[src/rtl/alu_req_serializer.sv]
`default_nettype none
// ============================================================================
// Module   : alu_req_serializer
// Brief    : Buffers ALU requests in a 2-deep FIFO and issues each one as a
//            two-phase serial opcode/operand transaction, then holds the response.
// Revision : 1.0
// ============================================================================
module alu_req_serializer #(
    parameter int DATA_WIDTH = 8,
    parameter int TIMEOUT    = 8
) (
    input  logic                  clk,
    input  logic                  reset,
    input  logic                  req_valid,
    output logic                  req_ready,
    input  logic [1:0]            req_op,
    input  logic [DATA_WIDTH-1:0] req_a,
    input  logic [DATA_WIDTH-1:0] req_b,
    output logic                  opcode_valid,
    output logic                  opcode,
    output logic [DATA_WIDTH-1:0] data,
    input  logic                  done,
    input  logic [DATA_WIDTH-1:0] result,
    input  logic                  overflow,
    output logic                  rsp_valid,
    input  logic                  rsp_ready,
    output logic [DATA_WIDTH-1:0] rsp_result,
    output logic                  rsp_overflow,
    output logic                  rsp_timeout,
    output logic                  proto_err
);

    localparam int         c_ENTRY_W = 2 + 2 * DATA_WIDTH;
    localparam logic [3:0] c_TIMEOUT = 4'(TIMEOUT);

    localparam logic [2:0] c_IDLE = 3'd0;
    localparam logic [2:0] c_OPA  = 3'd1;
    localparam logic [2:0] c_OPB  = 3'd2;
    localparam logic [2:0] c_WAIT = 3'd3;
    localparam logic [2:0] c_RESP = 3'd4;

    logic [c_ENTRY_W-1:0]  r_fifo [2];
    logic                  r_wr_ptr;
    logic                  r_rd_ptr;
    logic [1:0]            r_count;
    logic                  r_req_ready;

    logic [2:0]            r_state;
    logic [3:0]            r_wait_cnt;
    logic                  r_op_hi;
    logic [DATA_WIDTH-1:0] r_b;
    logic                  r_opcode_valid;
    logic                  r_opcode;
    logic [DATA_WIDTH-1:0] r_data;
    logic                  r_rsp_valid;
    logic [DATA_WIDTH-1:0] r_rsp_result;
    logic                  r_rsp_overflow;
    logic                  r_rsp_timeout;
    logic                  r_proto_err;

    logic                  w_push;
    logic                  w_pop;
    logic [1:0]            w_count_next;
    logic [c_ENTRY_W-1:0]  w_head;
    logic [1:0]            w_head_op;
    logic [DATA_WIDTH-1:0] w_head_a;
    logic [DATA_WIDTH-1:0] w_head_b;

    assign w_push    = req_valid & r_req_ready;
    // A new transaction may start from IDLE, or straight out of RESP as the response is taken.
    assign w_pop     = (r_count != 2'd0) &&
                       ((r_state == c_IDLE) || ((r_state == c_RESP) && rsp_ready));
    assign w_head    = r_fifo[r_rd_ptr];
    assign w_head_op = w_head[c_ENTRY_W-1 -: 2];
    assign w_head_a  = w_head[2*DATA_WIDTH-1 -: DATA_WIDTH];
    assign w_head_b  = w_head[DATA_WIDTH-1:0];

    always_comb begin
        w_count_next = r_count;
        case ({w_push, w_pop})
            2'b10:   w_count_next = r_count + 2'd1;
            2'b01:   w_count_next = r_count - 2'd1;
            default: w_count_next = r_count;
        endcase
    end

    always_ff @(posedge clk or posedge reset) begin
        if (reset) begin
            for (int i = 0; i < 2; i++) begin
                r_fifo[i] <= '0;
            end
            r_wr_ptr    <= 1'b0;
            r_rd_ptr    <= 1'b0;
            r_count     <= 2'd0;
            r_req_ready <= 1'b0;
        end else begin
            if (w_push) begin
                r_fifo[r_wr_ptr] <= {req_op, req_a, req_b};
                r_wr_ptr         <= ~r_wr_ptr;
            end
            if (w_pop) begin
                r_rd_ptr <= ~r_rd_ptr;
            end
            r_count     <= w_count_next;
            r_req_ready <= (w_count_next != 2'd2);
        end
    end

    always_ff @(posedge clk or posedge reset) begin
        if (reset) begin
            r_state        <= c_IDLE;
            r_wait_cnt     <= 4'd0;
            r_op_hi        <= 1'b0;
            r_b            <= '0;
            r_opcode_valid <= 1'b0;
            r_opcode       <= 1'b0;
            r_data         <= '0;
            r_rsp_valid    <= 1'b0;
            r_rsp_result   <= '0;
            r_rsp_overflow <= 1'b0;
            r_rsp_timeout  <= 1'b0;
            r_proto_err    <= 1'b0;
        end else begin
            if (done && (r_state != c_WAIT)) begin
                r_proto_err <= 1'b1;
            end
            case (r_state)
                c_IDLE: begin
                    r_state <= c_IDLE;
                end
                c_OPA: begin
                    r_state  <= c_OPB;
                    r_opcode <= r_op_hi;
                    r_data   <= r_b;
                end
                c_OPB: begin
                    r_state        <= c_WAIT;
                    r_opcode_valid <= 1'b0;
                    r_opcode       <= 1'b0;
                    r_data         <= '0;
                    r_wait_cnt     <= 4'd1;
                end
                c_WAIT: begin
                    if (done) begin
                        r_state        <= c_RESP;
                        r_wait_cnt     <= 4'd0;
                        r_rsp_valid    <= 1'b1;
                        r_rsp_result   <= result;
                        r_rsp_overflow <= overflow;
                        r_rsp_timeout  <= 1'b0;
                    end else if (r_wait_cnt == c_TIMEOUT) begin
                        r_state        <= c_RESP;
                        r_wait_cnt     <= 4'd0;
                        r_rsp_valid    <= 1'b1;
                        r_rsp_result   <= '0;
                        r_rsp_overflow <= 1'b0;
                        r_rsp_timeout  <= 1'b1;
                    end else begin
                        r_wait_cnt <= r_wait_cnt + 4'd1;
                    end
                end
                c_RESP: begin
                    if (rsp_ready) begin
                        r_state        <= c_IDLE;
                        r_rsp_valid    <= 1'b0;
                        r_rsp_result   <= '0;
                        r_rsp_overflow <= 1'b0;
                        r_rsp_timeout  <= 1'b0;
                    end
                end
                default: begin
                    r_state <= c_IDLE;
                end
            endcase
            // Starting a transaction overrides the per-state next-state above.
            if (w_pop) begin
                r_state        <= c_OPA;
                r_opcode_valid <= 1'b1;
                r_opcode       <= w_head_op[0];
                r_data         <= w_head_a;
                r_op_hi        <= w_head_op[1];
                r_b            <= w_head_b;
            end
        end
    end

    assign req_ready    = r_req_ready;
    assign opcode_valid = r_opcode_valid;
    assign opcode       = r_opcode;
    assign data         = r_data;
    assign rsp_valid    = r_rsp_valid;
    assign rsp_result   = r_rsp_result;
    assign rsp_overflow = r_rsp_overflow;
    assign rsp_timeout  = r_rsp_timeout;
    assign proto_err    = r_proto_err;

endmodule
`default_nettype wire
[config.mk]
export PLATFORM = sky130hd
export DESIGN_NAME = alu_req_serializer
export DESIGN_NICKNAME = d
export VERILOG_FILES = /design/src/rtl/alu_req_serializer.sv
export SDC_FILE = /design/constraint.sdc
export NUM_CORES = 1
export LEC_CHECK = 0
export CAP_MARGIN = 10
export CORE_ASPECT_RATIO = 1.5
export CORE_MARGIN = 2
export CORE_UTILIZATION = 57
export CTS_CLUSTER_DIAMETER = 40
export DETAILED_ROUTE_END_ITERATION = 16
export PLACE_DENSITY = 0.89
export SLEW_MARGIN = 10
export SYNTH_ARGS = -nofsm -noshare
export SYNTH_HDL_FRONTEND = slang
export SYNTH_SLANG_ARGS = --single-unit
[constraint.sdc]
create_clock -name clk -period 3.4 [get_ports clk]
set_clock_uncertainty 0.05 [all_clocks]
set_input_delay 0.34 -clock clk [delete_from_list [all_inputs] [get_ports clk]]
set_output_delay 0.34 -clock clk [all_outputs]
set_load 0.005 [all_outputs]
==> results.txt <==
* Result of the run: finished, final reports clean
- The detailed router finished its first iteration with 116 violations.
- The share of the Yosys chip area taken by registers is 0.575.
- Number of top-level pins: 55
- The setup check on the worst reg-to-reg path leaves a slack of 1.53 ns.
- The startpoint identified for the worst register-to-register timing path is r_state[0].
- The final hold violation count came to 0.
- For the worst setup path, the data required time is roughly 3.6 ns.
* Cells on worst reg2reg path: 7
- Buffers added to address setup during post-CTS repair amount to 0.
- The signal on the critical path passes through nor2_2 > o221ai_2 > inv_1 > ha_1 > nor2_1 > xor2_1 > nand2b_1.
* Slowest stage cell, crit path: sky130_fd_sc_hd__dfrtp_1
- Most frequent cell after synthesis: sky130_fd_sc_hd__dfrtp_1
* Vias per cell: about 5.5
* Global placement routability congestion: 0.737
- Initial Utilization: 0.590
- STA classifies the critical path endpoint as a register.
* Post-route ant nets: 0
- Post-synth EDFFs: 0
- Hold crit path type: primary input to async pin
- RSZ-0062 raised after global routing: false
- Clock slew at the register clock pins of the worst setup and hold paths: 0.08 ns
- The average instance in the mapped netlist occupies 12.5 sq um.
- In the synthesized netlist the dominant register cell turns out to be sky130_fd_sc_hd__dfrtp_1.
* Wire length of the first global-routing pass: 10900 um
* Nets: 367
- The die covers 0.00668 sq mm.
- Aggregate negative setup slack: 0 ns
* Placement Setup Slack: approximately 1.4 ns
- Summing every instance area after synthesis gives between 0.003 and 0.004 sq mm.
* Cell area power density: 920 mW/mm^2
- Sorting the synthesized cells by how often they occur yields sky130_fd_sc_hd__dfrtp_1 (79), sky130_fd_sc_hd__nand2_1 (36), sky130_fd_sc_hd__mux2_2 (27).
- Antenna violations before repair: 0
- Hold buffers post-CTS: 0
- Number of buffers created by CTS: 9
- Fmax: 536 MHz
- Overall routed net length: 6490 um
- Setup violations remaining at the end of the flow were counted as 0.
- After synthesis, the netlist uses 43 different library cells.
* Clock latency on the worst-skew pair: between 0.3 and 0.4 ns
* Fraction of final layout cells sized beyond drive strength 1: 0.184
- Syn nets: 310
- TritonCTS built the clock tree.
* Layout-stage area growth over the synthesis result: 23.0%
- Rows: 34
- RR Endpoint: req_ready
- VDD sags by at most 0.574 mV.
- Routed WL per cell: 15.9 um
- Clock tree synthesis selected as its root buffer the cell sky130_fd_sc_hd__clkbuf_8.
* Number of global-route vias before repair: about 2300
* Worst Setup Path Type: register to register
* Fin crit share: 0.549
* Number of max-cap violations: 0
- Post-synth top area share: 0.575
* Min Clock Period, post-route: 1.87 ns
- Of all cell types, the one taking the most synthesized area is sky130_fd_sc_hd__dfrtp_1.
- Arrival time reported for the critical path endpoint: 2.04 ns
- Hpwl dp: 4300 um
- Final antenna diode count: 0
* Count of yosys warnings during synthesis: 0
- Cell leakage power: 1.91 nW
- Post_cts resized: 0
- Synthesis produced a netlist whose cell count is 275.
* Flops & latches, synth: 79
- Async S/R FF share, synth: 1.00
* Remaining routing DRC violations: 0
- In the global route stage, overall resource usage came out at 0.217.
- The clock net in this run drives a total of 79 sinks.
- Height of the chip: between 90 and 100 um
- For this run, the slowest stage of the critical path takes 0.53 ns.
- Area of the placeable core: 0.00583 sq mm
- Headroom to the max-slew limit: 0.482
* Maximum fanout encountered on the critical timing path: 12
- Number of input and output port buffers inserted: 54
* First-pass DRT Iterations: 4
* Startpoint kind of the worst setup timing path: register
- Min setup slack post-route: between 1.5 and 2 ns
* Max-slew violation count: 0
* Largest net degree at the start of global routing: 80
- Number of levels in the clock H-tree: 3
- X dimension of the die: 67.4 um
- For the pin with the worst max-slew slack, the measured transition is 0.774 ns.
- Via count: 2242
* Leading cell types by total area after synthesis: sky130_fd_sc_hd__dfrtp_1 (58%), sky130_fd_sc_hd__mux2_2 (8.8%), sky130_fd_sc_hd__mux2i_1 (5.5%), sky130_fd_sc_hd__mux2_4 (3.9%), sky130_fd_sc_hd__nand2_1 (3.9%)
- The longest clock path from root to sink contains 2 buffers.
* Final global-route overflow total: 0
-- critical path: cells and delay by family (launching register included) --
family | cells | cell delay [ns]
AO/OA/AOI/OAI | 1 | 0.13
XOR/XNOR | 1 | 0.21
adder cells (fa/ha/maj) | 1 | 0.24
buffers and inverters | 1 | 0.07
flip-flops | 1 | 0.53
AND/OR/NAND/NOR | 3 | 0.51
-- sequential cells by signal (all words and copies together), names as in the netlist, 2 cells and up --
register    cells
r_count         2
data            8
r_wait_cnt      4
r_state         3
rsp_result      8
r_b             8
r_fifo         36
-- where the power goes --
part           internal (mW)  switching [mW]
Clock                  0.412           0.318
Sequential              1.38           0.304
Combinational          0.823           0.653
-- cell type report --
type	instances	area, sq um
Clock inverter	4	70.1
Timing Repair Buffer	58	583
Fill cell	415	1600
Clock buffer	12	135
Tap cell	72	90.1
Inverter	7	26.3
Sequential cell	79	1980
Multi-Input combinational cell	177	1350
-- metrics by stage --
stage | instances | util | cell area (sq um) | hold WS [ns] | total power [mW]
after floorplan | 275 | - | 3440 | 0.397 | 2.70
after global placement | 393 | 0.690 | 4020 | 0.387 | 3.10
after detailed placement | 393 | 0.690 | 4020 | 0.425 | 3.18
after CTS | 409 | 0.726 | 4230 | 0.366 | 3.93
after global routing | 409 | 0.726 | 4230 | 0.370 | 4.16
final | 409 | 0.726 | 4230 | 0.330 | 3.89
-- worst max-delay path by stage --
stage | from | endpoint | slack, ns
finish | r_state[0] | req_ready | 1.53
detailed placement | rsp_ready | req_ready | 1.35
CTS | r_state[0] | req_ready | 1.50
global route | r_state[0] | req_ready | 1.39
floorplan | reset | data[0] | 0.99
global placement | req_valid | r_fifo[15] | 1.47
-- layer usage --
| metal | track usage | up-vias | part of all wire |
|---|---|---|---|
| li1 | - | 1077 | - |
| met4 | 0.0565 | 0 | 0.010 |
| met3 | 0.0588 | 7 | 0.036 |
| met2 | 0.373 | 53 | 0.53 |
| met1 | 0.266 | 1105 | 0.43 |
| met5 | 0 | - | 0 |
-- cells in the final DEF, fill, tap and decap left out, types with 2 or more instances in the layout --
master,synthesis,final
sky130_fd_sc_hd__inv_1,6,5
sky130_fd_sc_hd__o21ai_0,20,20
sky130_fd_sc_hd__mux2i_1,19,19
sky130_fd_sc_hd__ha_1,3,3
sky130_fd_sc_hd__clkdlybuf4s50_1,0,54
sky130_fd_sc_hd__bufinv_16,0,2
sky130_fd_sc_hd__a221o_1,9,9
sky130_fd_sc_hd__clkinv_2,0,2
sky130_fd_sc_hd__buf_4,4,3
sky130_fd_sc_hd__clkbuf_8,0,9
sky130_fd_sc_hd__clkbuf_1,0,3
sky130_fd_sc_hd__dfrtp_1,79,79
sky130_fd_sc_hd__inv_2,1,2
sky130_fd_sc_hd__nand3_1,3,3
sky130_fd_sc_hd__nand2b_1,5,5
sky130_fd_sc_hd__nand2_1,36,36
sky130_fd_sc_hd__mux2_2,27,27
sky130_fd_sc_hd__o21ai_1,3,3
sky130_fd_sc_hd__mux2_4,9,9
sky130_fd_sc_hd__xnor2_1,3,3
sky130_fd_sc_hd__nor2_1,16,16
-- kinds of logic after synthesis --
group | Yosys count | share of synthesized area
AO/OA/AOI/OAI | 44 | 0.0943
XOR/XNOR | 4 | 0.0102
adder cells (fa/ha/maj) | 3 | 0.0109
buffers and inverters | 19 | 0.0328
flip-flops | 79 | 0.575
multiplexers | 55 | 0.183
AND/OR/NAND/NOR | 71 | 0.0936
Power figures use the tool's default switching activity.
==> variant 1 (same settings) <==
`DATA_WIDTH`: 8 -> 10.
--- a/src/rtl/alu_req_serializer.sv
+++ b/src/rtl/alu_req_serializer.sv
@@ -8,3 +8,3 @@
 module alu_req_serializer #(
-    parameter int DATA_WIDTH = 8,
+    parameter int DATA_WIDTH = 10,
     parameter int TIMEOUT    = 8
Ports: changed (5 resized); port bits go from 55 to 65. The function was not compared with the original's and may differ.
==> variant 1 against the unedited design <==
Worst setup slack got worse by 0.28 ns. Area after synthesis increased by 15%. Global-route usage increased by 2.2 points. Routed wire length increased by 28%. Clock power increased by 19%. Cell area increased by 15%. Power increased by 16%. Sequential cell count increased by 14. Count of clock-buffer cells in the layout decreased by 3. Synthesized cell count increased by 16%. Sequential share of layout area increased by 1.0 points. Largest power group unchanged.
==> variant 1: results (changes against the unedited design) <==
Fillers=443 (+6.7%); vias in the first global route=2939 (+26%); cell count after synthesis=319 (+16%); layout cells sized above 1=17.1% (-1.3 points); slowest stage delay, CP=0.75 ns (+0.22 ns); DRT Pass-1 Iters=5 (+1); comb_multi_in=202 (+14%); crit path DAT=2.29 ns (+0.25 ns); leakage=2.17 nW (+13%); R2R cell count=4 (-3); Yosys cell types=41 (-4.7%); cell area after synthesis=3940 um2 (+15%); critical path's slowest cell=o21ai_0; register area share after synthesis=59.1% (+1.6 points); Post-synth top cells=93 x dfrtp_1, 42 x nand2_1, 41 x mux2_2; non-clk buf share=14.2% (+0.39 points); Top delay family on crit path=compound AO/OA/AOI/OAI gates; Placement Setup Slack=1.01 ns (-0.338 ns); pin count of the biggest net entering global routing=48 (-40%); max reg flops=44 (+22%); status=complete, no violations; via count=2688 (+20%); clock sink total=93 (+18%); Port Buffers=64 (+19%); DR WL/cell=17.9 um (+13%)
-- variant 1: cell count changes in the layout (fill, tap and decap cells not counted), moves of 6 or more --
cell             change
dfrtp_1             +14
mux2_2              +14
clkdlybuf4s50_1     +10
mux2_4               -9
o21ai_0              +8
nand2_1              +6
-- variant 1: final timing paths --
check	slack (ns)	end	startpoint
worst max-delay path	1.25	rsp_result[3]	r_state[2]
worst min-delay path	0.37	rsp_result[1]	reset
worst max register to register	1.25	rsp_result[3]	r_state[2]
worst min register to register	0.41	proto_err	proto_err
max in group asynchronous	2.21	r_b[0]	reset
min in group clk	0.41	proto_err	proto_err
-- variant 1: worst register-to-register path, delay by kind of cell (launching register included) --
family,cells,cell delay (ns)
AO/OA/AOI/OAI,2,1.02
AND/OR/NAND/NOR,2,0.46
flip-flops,1,0.47
-- variant 1: logic make-up (layout without fill, tap and decap cells) --
kind of cell    Yosys count  count (layout)  share of synthesized area [%]
xor+xnor                  4               4                          0.890
fa+ha+maj                 3               3                          0.954
buf+inv                  24              91                           2.96
mux                      66              66                           18.2
simple gates             77              77                           8.52
compound gates           52              52                           9.38
flops                    93              93                           59.1
-- variant 1: power by group through the flow --
stage | Sequential (mW) | Combinational (mW) | Clock (mW)
final | 1.99 | 1.67 | 0.866
after global routing | 2.05 | 1.85 | 0.923
after CTS | 1.98 | 1.69 | 0.872
after detailed placement | 2.00 | 1.67 | 0
after global placement | 1.97 | 1.57 | 0
after floorplan | 1.87 | 1.19 | 0
-- variant 1: routing by layer --
metal	global-route usage, %	vias to the layer above
li1	-	1238
met1	29.0	1351
met2	40.9	81
met3	4.21	18
met4	10.9	0
met5	0	-
==> variant 2 (config.mk and constraints unchanged) <==
Made on the original files. Make the reset (`reset`) synchronous in 2 clocked blocks.
--- a/src/rtl/alu_req_serializer.sv
+++ b/src/rtl/alu_req_serializer.sv
@@ -86,3 +86,3 @@
 
-    always_ff @(posedge clk or posedge reset) begin
+    always_ff @(posedge clk) begin
         if (reset) begin
@@ -108,3 +108,3 @@
 
-    always_ff @(posedge clk or posedge reset) begin
+    always_ff @(posedge clk) begin
         if (reset) begin
Check against the original RTL: differs if reset is asserted again (counterexample within 4 cycles, from zero or initial values and one cycle with reset high); with reset held inactive, the same outputs for 10 cycles.
==> variant 2 against the unedited design <==
Worst setup slack worse by 0.15 ns. Area after synthesis decreased by 4.1%. Highest routed layer unchanged. Global-route usage down 1.3 points. Routed wire length is 7.5% lower. Sequential cell count up 1. Cell area decreased by 3.2%.
Power is not compared: it rests on default switching activity, and its combinational part moved more than twofold at a synthesized area within 25%.
==> variant 2: results (changes against the unedited design) <==
Vias/cell=5.35 (-2.5%); Syn Area/Cell=11.6 um2 (-6.9%); DR WL/cell=14.5 um (-8.4%); layout cells sized above 1=8.75% (-9.7 points); detailed placement HPWL=4290 um (-0.17%); crit path DAT=2.25 ns (+0.21 ns); Placed Cells incl. Taps=397 (+1.0%); Yosys cell types=45 (+4.7%); GRT Overall Usage=20.3% (-1.3 points); DR iter-0 viols=151 (+30%); syn_nets=318 (+2.6%); CTS root buf=clkbuf_8; first-pass GRT wire length=9890 um (-9.0%); register area share after synthesis=59.6% (+2.0 points); status=complete, no violations; Placement Setup Slack=1.05 ns (-0.303 ns); Worst Path Max Fanout=22 (+10); Worst-path clk slew=0.08 ns (about the same); Routability Congestion=0.810 (+9.9%); ys async rst share=0% (-100 points); Post-synth EDFFs=36 (+36); largest cells by area after synthesis=edfxtp_1 33%, dfxtp_1 27%, and2_1 6.8%; worst slew pin tran=1.01 ns (+0.234 ns); share of the synthesized area in the top cell type=32.8% (-25 points); pin count of the biggest net entering global routing=23 (-71%); # nets final=373 (+1.6%); HP Class=flip-flop to flip-flop; via count=2208 (-1.5%); dominant synthesized flop cell=dfxtp_1
## variant 2: changes by cell type in the layout (fill, tap and decap cells not counted), moves of 8 or more
cell and delta:
a211oi_1 +10, a221o_1 -9, a22o_1 +9, and2_1 +36
dfrtp_1 -79, dfxtp_1 +44, edfxtp_1 +36, inv_1 +8
mux2_2 -27, mux2_4 -9, nand2_1 -22, nor2_1 +8
o21ai_0 -16, o221ai_1 +9
## variant 2: kinds of logic after synthesis
| family | after synthesis | share of synthesized area [%] |
|---|---|---|
| multiplexers | 18 | 5.47 |
| flip-flops | 80 | 59.6 |
| adder cells (fa/ha/maj) | 3 | 1.14 |
| XOR/XNOR | 5 | 1.33 |
| AO/OA/AOI/OAI | 50 | 11.4 |
| buffers and inverters | 29 | 3.95 |
| AND/OR/NAND/NOR | 98 | 17.1 |
## variant 2: final timing paths
check / slack, ns / depth (start not counted) / startpoint / endpoint
worst min register to register: 0.41 / 2 / rsp_valid / rsp_valid
worst max-delay path: 1.38 / 7 / rsp_ready / r_count[1]
worst min-delay path: 0.41 / 2 / rsp_valid / rsp_valid
worst max register to register: 1.42 / 6 / r_state[2] / r_count[1]
## variant 2: layer usage
metal,vias up,wire length (um),track usage (%)
met5,-,0,0
met3,7,252,5.33
met4,0,102,9.26
met2,53,3190,36.1
met1,1029,2460,21.9
li1,1119,-,-
## variant 2: stage by stage
| step | instance area, um2 | hold WS (ns) |
|---|---|---|
| 3_3_place_gp | 3890 | 0.398 |
| 4_1_cts | 4090 | 0.416 |
| 6_report | 4090 | 0.410 |
| 2_1_floorplan | 3290 | 0.383 |
| 3_5_place_dp | 3890 | 0.406 |
| 5_1_grt | 4090 | 0.443 |
## variant 2: power groups by stage
stage	Sequential, mW	Combinational (mW)	Clock, mW
floorplan	1.27	0.560	0
detailed placement	1.34	0.729	0
global placement	1.33	0.697	0
CTS	1.32	0.734	0.718
global route	1.34	0.811	0.760
finish	1.32	0.724	0.710
## variant 2: area by class of cell
| type | instances | area (um2) |
|---|---|---|
| clock buffer | 12 | 155 |
| clock inverter | 4 | 52.6 |
| fill | 372 | 1440 |
| inverter | 13 | 48.8 |
| multi-input combinational | 174 | 1200 |
| sequential | 80 | 1960 |
| tap | 70 | 87.6 |
| timing repair buffer | 60 | 586 |
## variant 2: critical path: stages
cell,delay [ns]
clkdlybuf4s50_1,0.52
nor2b_1,0.10
nor4_4,0.20
buf_4,0.27
ha_1,0.32
or3_1,0.37
a21oi_1,0.13
